===== src/rtl/fpga_pkg.sv =====
// fpga_pkg: shared types and helpers for the two-master memory arbiter slice.
//   - core-side and memory-side AXI4 request/response structs
//   - arb_sel_t: one-bit master select; ARB_SEL_BIT: position of the select
//     tag inside the memory-side ID
//   - ax_to_mem(): widens a core address-channel beat to the memory ID space
package fpga_pkg;

  localparam int unsigned CORE_ID_WIDTH = 8;
  localparam int unsigned MEM_ID_WIDTH  = 9;
  localparam int unsigned ADDR_WIDTH    = 32;
  localparam int unsigned DATA_WIDTH    = 32;
  localparam int unsigned ARB_SEL_BIT   = 8;

  typedef logic arb_sel_t;
  typedef logic [CORE_ID_WIDTH-1:0] core_id_t;
  typedef logic [MEM_ID_WIDTH-1:0]  mem_id_t;

  typedef struct packed {
    core_id_t              id;
    logic [ADDR_WIDTH-1:0] addr;
    logic [7:0]            len;
    logic [2:0]            size;
    logic [1:0]            burst;
  } core_ax_t;

  typedef struct packed {
    mem_id_t               id;
    logic [ADDR_WIDTH-1:0] addr;
    logic [7:0]            len;
    logic [2:0]            size;
    logic [1:0]            burst;
  } mem_ax_t;

  typedef struct packed {
    logic [DATA_WIDTH-1:0]   data;
    logic [DATA_WIDTH/8-1:0] strb;
    logic                    last;
  } axi_w_t;

  typedef struct packed {
    core_id_t   id;
    logic [1:0] resp;
  } core_b_t;

  typedef struct packed {
    mem_id_t    id;
    logic [1:0] resp;
  } mem_b_t;

  typedef struct packed {
    core_id_t              id;
    logic [DATA_WIDTH-1:0] data;
    logic [1:0]            resp;
    logic                  last;
  } core_r_t;

  typedef struct packed {
    mem_id_t               id;
    logic [DATA_WIDTH-1:0] data;
    logic [1:0]            resp;
    logic                  last;
  } mem_r_t;

  typedef struct packed {
    core_ax_t aw;
    logic     aw_valid;
    axi_w_t   w;
    logic     w_valid;
    logic     b_ready;
    core_ax_t ar;
    logic     ar_valid;
    logic     r_ready;
  } core_axi_req_t;

  typedef struct packed {
    logic    aw_ready;
    logic    w_ready;
    core_b_t b;
    logic    b_valid;
    logic    ar_ready;
    core_r_t r;
    logic    r_valid;
  } core_axi_resp_t;

  typedef struct packed {
    mem_ax_t aw;
    logic    aw_valid;
    axi_w_t  w;
    logic    w_valid;
    logic    b_ready;
    mem_ax_t ar;
    logic    ar_valid;
    logic    r_ready;
  } mem_axi_req_t;

  typedef struct packed {
    logic    aw_ready;
    logic    w_ready;
    mem_b_t  b;
    logic    b_valid;
    logic    ar_ready;
    mem_r_t  r;
    logic    r_valid;
  } mem_axi_resp_t;

  // Memory ID = zero-extended {sel, core id}; sel lands on ARB_SEL_BIT.
  function automatic mem_id_t mk_mem_id(arb_sel_t sel, core_id_t id);
    return mem_id_t'({sel, id});
  endfunction

  function automatic mem_ax_t ax_to_mem(arb_sel_t sel, core_ax_t ax);
    mem_ax_t m;
    m.id    = mk_mem_id(sel, ax.id);
    m.addr  = ax.addr;
    m.len   = ax.len;
    m.size  = ax.size;
    m.burst = ax.burst;
    return m;
  endfunction

endpackage


===== src/rtl/fpga_mem_arb_rr.sv =====
// fpga_mem_arb_rr: two-input round-robin lock arbiter for one AXI address
// channel. Once a grant is shown without a handshake it is frozen until the
// handshake happens, so the granted payload stays stable.
//   clk_i, rst_ni : clock, synchronous active-low reset
//   valid_i[1:0]  : per-master request valid
//   ready_i       : downstream ready
//   valid_o       : downstream valid
//   gnt_o         : selected master
//   hs_o          : handshake this cycle
module fpga_mem_arb_rr
  import fpga_pkg::*;
(
  input  logic       clk_i,
  input  logic       rst_ni,
  input  logic [1:0] valid_i,
  input  logic       ready_i,
  output logic       valid_o,
  output arb_sel_t   gnt_o,
  output logic       hs_o
);

  typedef enum logic {ARB_IDLE, ARB_LOCKED} arb_state_e;

  arb_state_e state_q, state_d;
  arb_sel_t   ptr_q, ptr_d;
  arb_sel_t   gnt_q, gnt_d;

  always_comb begin
    state_d = state_q;
    ptr_d   = ptr_q;
    gnt_d   = gnt_q;
    gnt_o   = gnt_q;
    valid_o = 1'b0;
    unique case (state_q)
      ARB_IDLE: begin
        if (&valid_i) gnt_o = ptr_q;
        else          gnt_o = valid_i[1];
        valid_o = |valid_i;
      end
      ARB_LOCKED: begin
        gnt_o   = gnt_q;
        valid_o = valid_i[gnt_q];
      end
      default: ;
    endcase
    hs_o = valid_o & ready_i;
    if (hs_o) begin
      state_d = ARB_IDLE;
      ptr_d   = ~gnt_o;
    end else if (valid_o) begin
      state_d = ARB_LOCKED;
      gnt_d   = gnt_o;
    end
  end

  always_ff @(posedge clk_i) begin
    if (!rst_ni) begin
      state_q <= ARB_IDLE;
      ptr_q   <= 1'b0;
      gnt_q   <= 1'b0;
    end else begin
      state_q <= state_d;
      ptr_q   <= ptr_d;
      gnt_q   <= gnt_d;
    end
  end

endmodule


===== src/rtl/fpga_mem_arbiter.sv =====
// fpga_mem_arbiter: shares one AXI4 memory port between two core masters.
// AW and AR are round-robin arbitrated independently; W follows AW grant
// order through a small order FIFO; B/R are routed by ID bit ARB_SEL_BIT.
//   clk_i, rst_ni   : clock, synchronous active-low reset
//   s_req_i/s_resp_o: core-side request/response, master 0/1
//   m_req_o/m_resp_i: memory-side request/response
//   perf_aw_cnt_o   : AW handshakes per master
//   perf_ar_cnt_o   : AR handshakes per master
// Optional: define FPGA_MEM_ARB_PERF_EN to build the handshake counters;
// otherwise the perf outputs are tied to zero.
module fpga_mem_arbiter
  import fpga_pkg::*;
#(
  parameter int unsigned WFifoDepth = 4
) (
  input  logic                     clk_i,
  input  logic                     rst_ni,
  input  core_axi_req_t  [1:0]     s_req_i,
  output core_axi_resp_t [1:0]     s_resp_o,
  output mem_axi_req_t             m_req_o,
  input  mem_axi_resp_t            m_resp_i,
  output logic           [1:0][31:0] perf_aw_cnt_o,
  output logic           [1:0][31:0] perf_ar_cnt_o
);

  localparam int unsigned PtrW = $clog2(WFifoDepth);

  if (MEM_ID_WIDTH < 9 || WFifoDepth < 2 || (WFifoDepth & (WFifoDepth - 1)) != 0)
  begin : g_param_check
    $error("fpga_mem_arbiter: MEM_ID_WIDTH must be >= 9 and WFifoDepth a power of two >= 2");
  end

  logic            fifo_full, fifo_empty;
  logic [1:0]      aw_req, ar_req;
  logic            aw_valid, aw_hs, ar_valid, ar_hs;
  arb_sel_t        aw_gnt, ar_gnt, w_src, b_sel, r_sel;
  logic            w_valid, w_last_hs, do_push, do_pop;

  arb_sel_t        fifo_q [WFifoDepth];
  logic [PtrW-1:0] wr_ptr_q, rd_ptr_q;
  logic [PtrW:0]   cnt_q;

  assign fifo_full  = (cnt_q == (PtrW+1)'(WFifoDepth));
  assign fifo_empty = (cnt_q == '0);

  assign aw_req = {s_req_i[1].aw_valid, s_req_i[0].aw_valid} & {2{rst_ni & ~fifo_full}};
  assign ar_req = {s_req_i[1].ar_valid, s_req_i[0].ar_valid} & {2{rst_ni}};

  fpga_mem_arb_rr u_aw_arb (
    .clk_i   (clk_i),
    .rst_ni  (rst_ni),
    .valid_i (aw_req),
    .ready_i (m_resp_i.aw_ready),
    .valid_o (aw_valid),
    .gnt_o   (aw_gnt),
    .hs_o    (aw_hs)
  );

  fpga_mem_arb_rr u_ar_arb (
    .clk_i   (clk_i),
    .rst_ni  (rst_ni),
    .valid_i (ar_req),
    .ready_i (m_resp_i.ar_ready),
    .valid_o (ar_valid),
    .gnt_o   (ar_gnt),
    .hs_o    (ar_hs)
  );

  // Empty FIFO: W follows the current AW grant so slaves that want WVALID
  // before AWREADY cannot deadlock. An AW and last-W handshake together on
  // an empty FIFO consume that bypass slot and leave the FIFO untouched.
  assign w_src     = fifo_empty ? aw_gnt : fifo_q[rd_ptr_q];
  assign w_valid   = s_req_i[w_src].w_valid & rst_ni;
  assign w_last_hs = w_valid & m_resp_i.w_ready & s_req_i[w_src].w.last;
  assign do_push   = aw_hs & ~(fifo_empty & w_last_hs);
  assign do_pop    = w_last_hs & ~fifo_empty;

  always_ff @(posedge clk_i) begin
    if (!rst_ni) begin
      wr_ptr_q <= '0;
      rd_ptr_q <= '0;
      cnt_q    <= '0;
    end else begin
      if (do_push) wr_ptr_q <= wr_ptr_q + PtrW'(1);
      if (do_pop)  rd_ptr_q <= rd_ptr_q + PtrW'(1);
      if (do_push && !do_pop)      cnt_q <= cnt_q + (PtrW+1)'(1);
      else if (do_pop && !do_push) cnt_q <= cnt_q - (PtrW+1)'(1);
    end
  end

  always_ff @(posedge clk_i) begin
    if (do_push) fifo_q[wr_ptr_q] <= aw_gnt;
  end

  assign b_sel = m_resp_i.b.id[ARB_SEL_BIT];
  assign r_sel = m_resp_i.r.id[ARB_SEL_BIT];

  always_comb begin
    m_req_o  = '0;
    s_resp_o = '0;

    m_req_o.aw       = ax_to_mem(aw_gnt, s_req_i[aw_gnt].aw);
    m_req_o.aw_valid = aw_valid;
    m_req_o.w        = s_req_i[w_src].w;
    m_req_o.w_valid  = w_valid;
    m_req_o.ar       = ax_to_mem(ar_gnt, s_req_i[ar_gnt].ar);
    m_req_o.ar_valid = ar_valid;
    m_req_o.b_ready  = s_req_i[b_sel].b_ready & rst_ni;
    m_req_o.r_ready  = s_req_i[r_sel].r_ready & rst_ni;

    for (int unsigned i = 0; i < 2; i++) begin
      s_resp_o[i].b.id   = m_resp_i.b.id[CORE_ID_WIDTH-1:0];
      s_resp_o[i].b.resp = m_resp_i.b.resp;
      s_resp_o[i].r.id   = m_resp_i.r.id[CORE_ID_WIDTH-1:0];
      s_resp_o[i].r.data = m_resp_i.r.data;
      s_resp_o[i].r.resp = m_resp_i.r.resp;
      s_resp_o[i].r.last = m_resp_i.r.last;
    end

    s_resp_o[aw_gnt].aw_ready = m_resp_i.aw_ready & ~fifo_full & rst_ni;
    s_resp_o[w_src].w_ready   = m_resp_i.w_ready & rst_ni;
    s_resp_o[ar_gnt].ar_ready = m_resp_i.ar_ready & rst_ni;
    s_resp_o[b_sel].b_valid   = m_resp_i.b_valid & rst_ni;
    s_resp_o[r_sel].r_valid   = m_resp_i.r_valid & rst_ni;
  end

`ifdef FPGA_MEM_ARB_PERF_EN
  logic [1:0][31:0] aw_cnt_q, ar_cnt_q;

  always_ff @(posedge clk_i) begin
    if (!rst_ni) begin
      aw_cnt_q <= '0;
      ar_cnt_q <= '0;
    end else begin
      if (aw_hs) aw_cnt_q[aw_gnt] <= aw_cnt_q[aw_gnt] + 32'd1;
      if (ar_hs) ar_cnt_q[ar_gnt] <= ar_cnt_q[ar_gnt] + 32'd1;
    end
  end

  assign perf_aw_cnt_o = aw_cnt_q;
  assign perf_ar_cnt_o = ar_cnt_q;
`else
  assign perf_aw_cnt_o = '0;
  assign perf_ar_cnt_o = '0;
`endif

endmodule


===== config.mk =====
export PLATFORM = sky130hd
export DESIGN_NAME = fpga_mem_arbiter
export DESIGN_NICKNAME = d
export VERILOG_FILES = /design/src/rtl/fpga_pkg.sv /design/src/rtl/fpga_mem_arb_rr.sv /design/src/rtl/fpga_mem_arbiter.sv
export SDC_FILE = /design/constraint.sdc
export NUM_CORES = 1
export LEC_CHECK = 0
export ABC_AREA = 1
export CORE_AREA = 2 2 294 296
export DETAILED_ROUTE_END_ITERATION = 8
export DIE_AREA = 0 0 296 298
export SYNTH_ARGS = -nofsm -noshare
export SYNTH_HDL_FRONTEND = slang
export SYNTH_SLANG_ARGS = --single-unit

===== constraint.sdc =====
create_clock -name clk_i -period 3.1 [get_ports clk_i]
set_input_delay 0.775 -clock clk_i [delete_from_list [all_inputs] [get_ports clk_i]]
set_output_delay 0.775 -clock clk_i [all_outputs]
set_load 0.01 [all_outputs]

==> impl_metrics.json <==
{
  "outcome": "completed",
  "grt.met1_usage_pct": 6.84,
  "drv_cap": 0,
  "final_common_cell": "nand2_1",
  "seq_area_um2": 420,
  "post-route-util_pct": 12.1,
  "worst_pin_slew_ps": 531,
  "hold_viol": 0,
  "finalCritPeriodShare_pct": 97.3,
  "yosysSeqAreaShare_pct": 8.93,
  "drc": 0,
  "final_cell_mix": "435 x nand2_1, 303 x clkdlybuf4s50_1, 128 x conb_1",
  "cp-start-kind": "input port",
  "drt_iter0_markers": 200,
  "ys_seq_elements": 19,
  "wire_per_inst_um": 14.3,
  "min_delay_path_depth": 2,
  "drtPass1Iterations": 4,
  "dp_hpwl_um": 28800,
  "ir_drop_mv": 0.210,
  "grt_first_pass_wirelength_um": 43800,
  "grt_util_met3_pct": 4.35,
  "wl_um": 34500,
  "cp-end-kind": "output pin",
  "viasPerCell": 2.60,
  "rsz0062_at_grt": "no",
  "min_to": "rd_ptr_q[1]$_SDFFE_PN0P_",
  "cts_tree": "done",
  "synth.distinct_cells": 27,
  "grt_max_degree": 27,
  "reg2reg_slack_ps": 400,
  "gp_congestion": 0.824,
  "multi_input_area_um2": 2760,
  "setup_viol": 0,
  "final_nets": 1624,
  "cts_buffer_depth": 2,
  "placed_area_um2": 9840,
  "fillerInstances": 9958,
  "p_per_area_nw_per_um2": 289,
  "min_period_ps": 3020,
  "final_cell_area_um2": 10300,
  "max_slew_margin_pct": 64.5,
  "synth_cells": 859,
  "crit_arrival_ps": 2240,
  "antenna_found_initial": 9,
  "clk_pin_slew_worst_paths_ps": 50,
  "clock_latency_ps": 260,
  "ioPinCount": 752,
  "r2r-start": "u_aw_arb.state_q$_SDFFE_PP0N_",
  "dieWidth_um": 296,
  "synthToLayoutAreaGrowth_pct": 119,
  "ff2ff_path_depth": 15,
  "critPathMaxFanout": 10,
  "vias": 6275,
  "coreArea_um2": 84900,
  "antenna_left": 0,
  "leakagePower_uw": 0.00477,
  "htree_levels": 1,
  "syn-cell-area_um2": 4710,
  "drive_above_1_share_pct": 13.3,
  "cts_root_buf": "clkbuf_16",
  "gr-usage-all-layers_pct": 7.14,
  "hold_buffers": 0,
  "r2r-end": "cnt_q[1]$_SDFFE_PN0P_",
  "critPathKind": "input port to output pin",
  "cts_made_buffers": 3,
  "finalClockSkew_ps": 6.00,
  "cts.sinks": 19,
  "fp.dieArea_um2": 88200,
  "grt_busiest_layer": "met2",
  "hold_class": "register to register",
  "holdCritStartpoint": "rd_ptr_q[1]$_SDFFE_PN0P_",
  "start_util_pct": 5.54,
  "ys_warn_count": 0,
  "overflow": 0,
  "drv_slew": 0,
  "gr-usage-met2_pct": 13.2,
  "cp.required_ps": 2320,
  "rows": 107,
  "port_buffers": 464,
  "synth_area_per_cell_um2": 5.48,
  "clock.fmax_mhz": 332,
  "grt_pass1_vias": 5969,
  "die_y_um": 298
}
## report_power, final
part	switching, µW	leakage, µW	internal, µW
clock network	103	0.0000409	173
registers	21.1	0.000161	276
logic	1190	0.00457	1220
## cell usage after synthesis
cell type | n | area (µm²)
nand2_1 | 442 | 1660
buf_4 | 243 | 1820
inv_1 | 33 | 124
nor2_1 | 20 | 75.1
dfxtp_1 | 15 | 300
clkbuf_1 | 13 | 48.8
a21oi_1 | 12 | 60.1
buf_2 | 12 | 60.1
o21ai_0 | 12 | 60.1
nor3_1 | 9 | 45.0
inv_2 | 7 | 26.3
nand3_1 | 7 | 35.0
ha_1 | 5 | 62.6
nand3_2 | 5 | 50.1
edfxtp_1 | 4 | 120
nand2_2 | 3 | 18.8
o21ai_1 | 3 | 15.0
a311oi_1 | 2 | 17.5
buf_1 | 2 | 7.51
nor2_4 | 2 | 22.5
xor2_1 | 2 | 17.5
and2_1 | 1 | 6.26
conb_1 | 1 | 3.75
fa_1 | 1 | 20.0
nand4_1 | 1 | 6.26
nor3b_1 | 1 | 7.51
o211ai_2 | 1 | 12.5
## metal layers
metal	wire [µm]	vias to the layer above
met5	27	-
met4	442	4
met3	5830	24
met2	16800	546
met1	11300	2679
li1	-	3022
## worst max-delay path, stage by stage
cell and delay, ps:
clkdlybuf4s15_1 200, a21oi_2 130, nand4_1 100, buf_6 160
nand3_4 90, nand2_4 100, buf_8 150, buf_4 130
nand2_1 50, nand2_1 70, dlygate4sd2_1 280
## through the flow
step	setup TNS [ps]	hold WS (ps)	instances	total power, µW	setup slack (ps)
after floorplan	0	465	986	1500	400
final	0	493	2410	2980	84.4
after global routing	0	525	2405	3240	3.13
after detailed placement	-77860	486	2372	2750	-680
after global placement	-79710	476	2372	2750	-710
after CTS	0	497	2399	3000	0.451
## worst max-delay path by stage
stage	endpoint	from	cells past startpoint	slack [ps]
3_3_place_gp	m_req_o[35]	rst_ni	11	-710
6_report	m_req_o[87]	s_req_i[94]	11	80
5_1_grt	m_req_o[55]	s_req_i[149]	8	3
2_1_floorplan	cnt_q[1]$_SDFFE_PN0P_	s_req_i[94]	15	400
3_5_place_dp	m_req_o[35]	rst_ni	11	-680
4_1_cts	m_req_o[101]	s_req_i[94]	9	0.5
## layout make-up
cell class	count	area share (%)
Timing Repair Buffer	538	52.4
Multi-Input combinational cell	658	26.8
Clock buffer	3	0.729
Tap cell	1144	13.9
Antenna cell	7	0.170
Inverter	40	1.80
Clock inverter	1	0.0486
Sequential cell	19	4.08
## repair_timing
| action | in CTS | in global routing |
|---|---|---|
| gates cloned | 10 | 0 |
| setup buffers | 13 | 5 |
| pin swaps | 11 | 4 |
| resized for setup | 336 | 32 |
| setup endpoints to repair | 161 | 144 |
## cell families after synthesis
| logic type | after synthesis | synth area share (%) |
|---|---|---|
| compound gates | 30 | 3.51 |
| xor+xnor | 2 | 0.372 |
| fa+ha+maj | 6 | 1.75 |
| buf+inv | 310 | 44.4 |
| flops | 19 | 8.93 |
| other cells | 1 | 0.0797 |
| simple gates | 491 | 40.9 |
(Power assumes the default switching activity.)
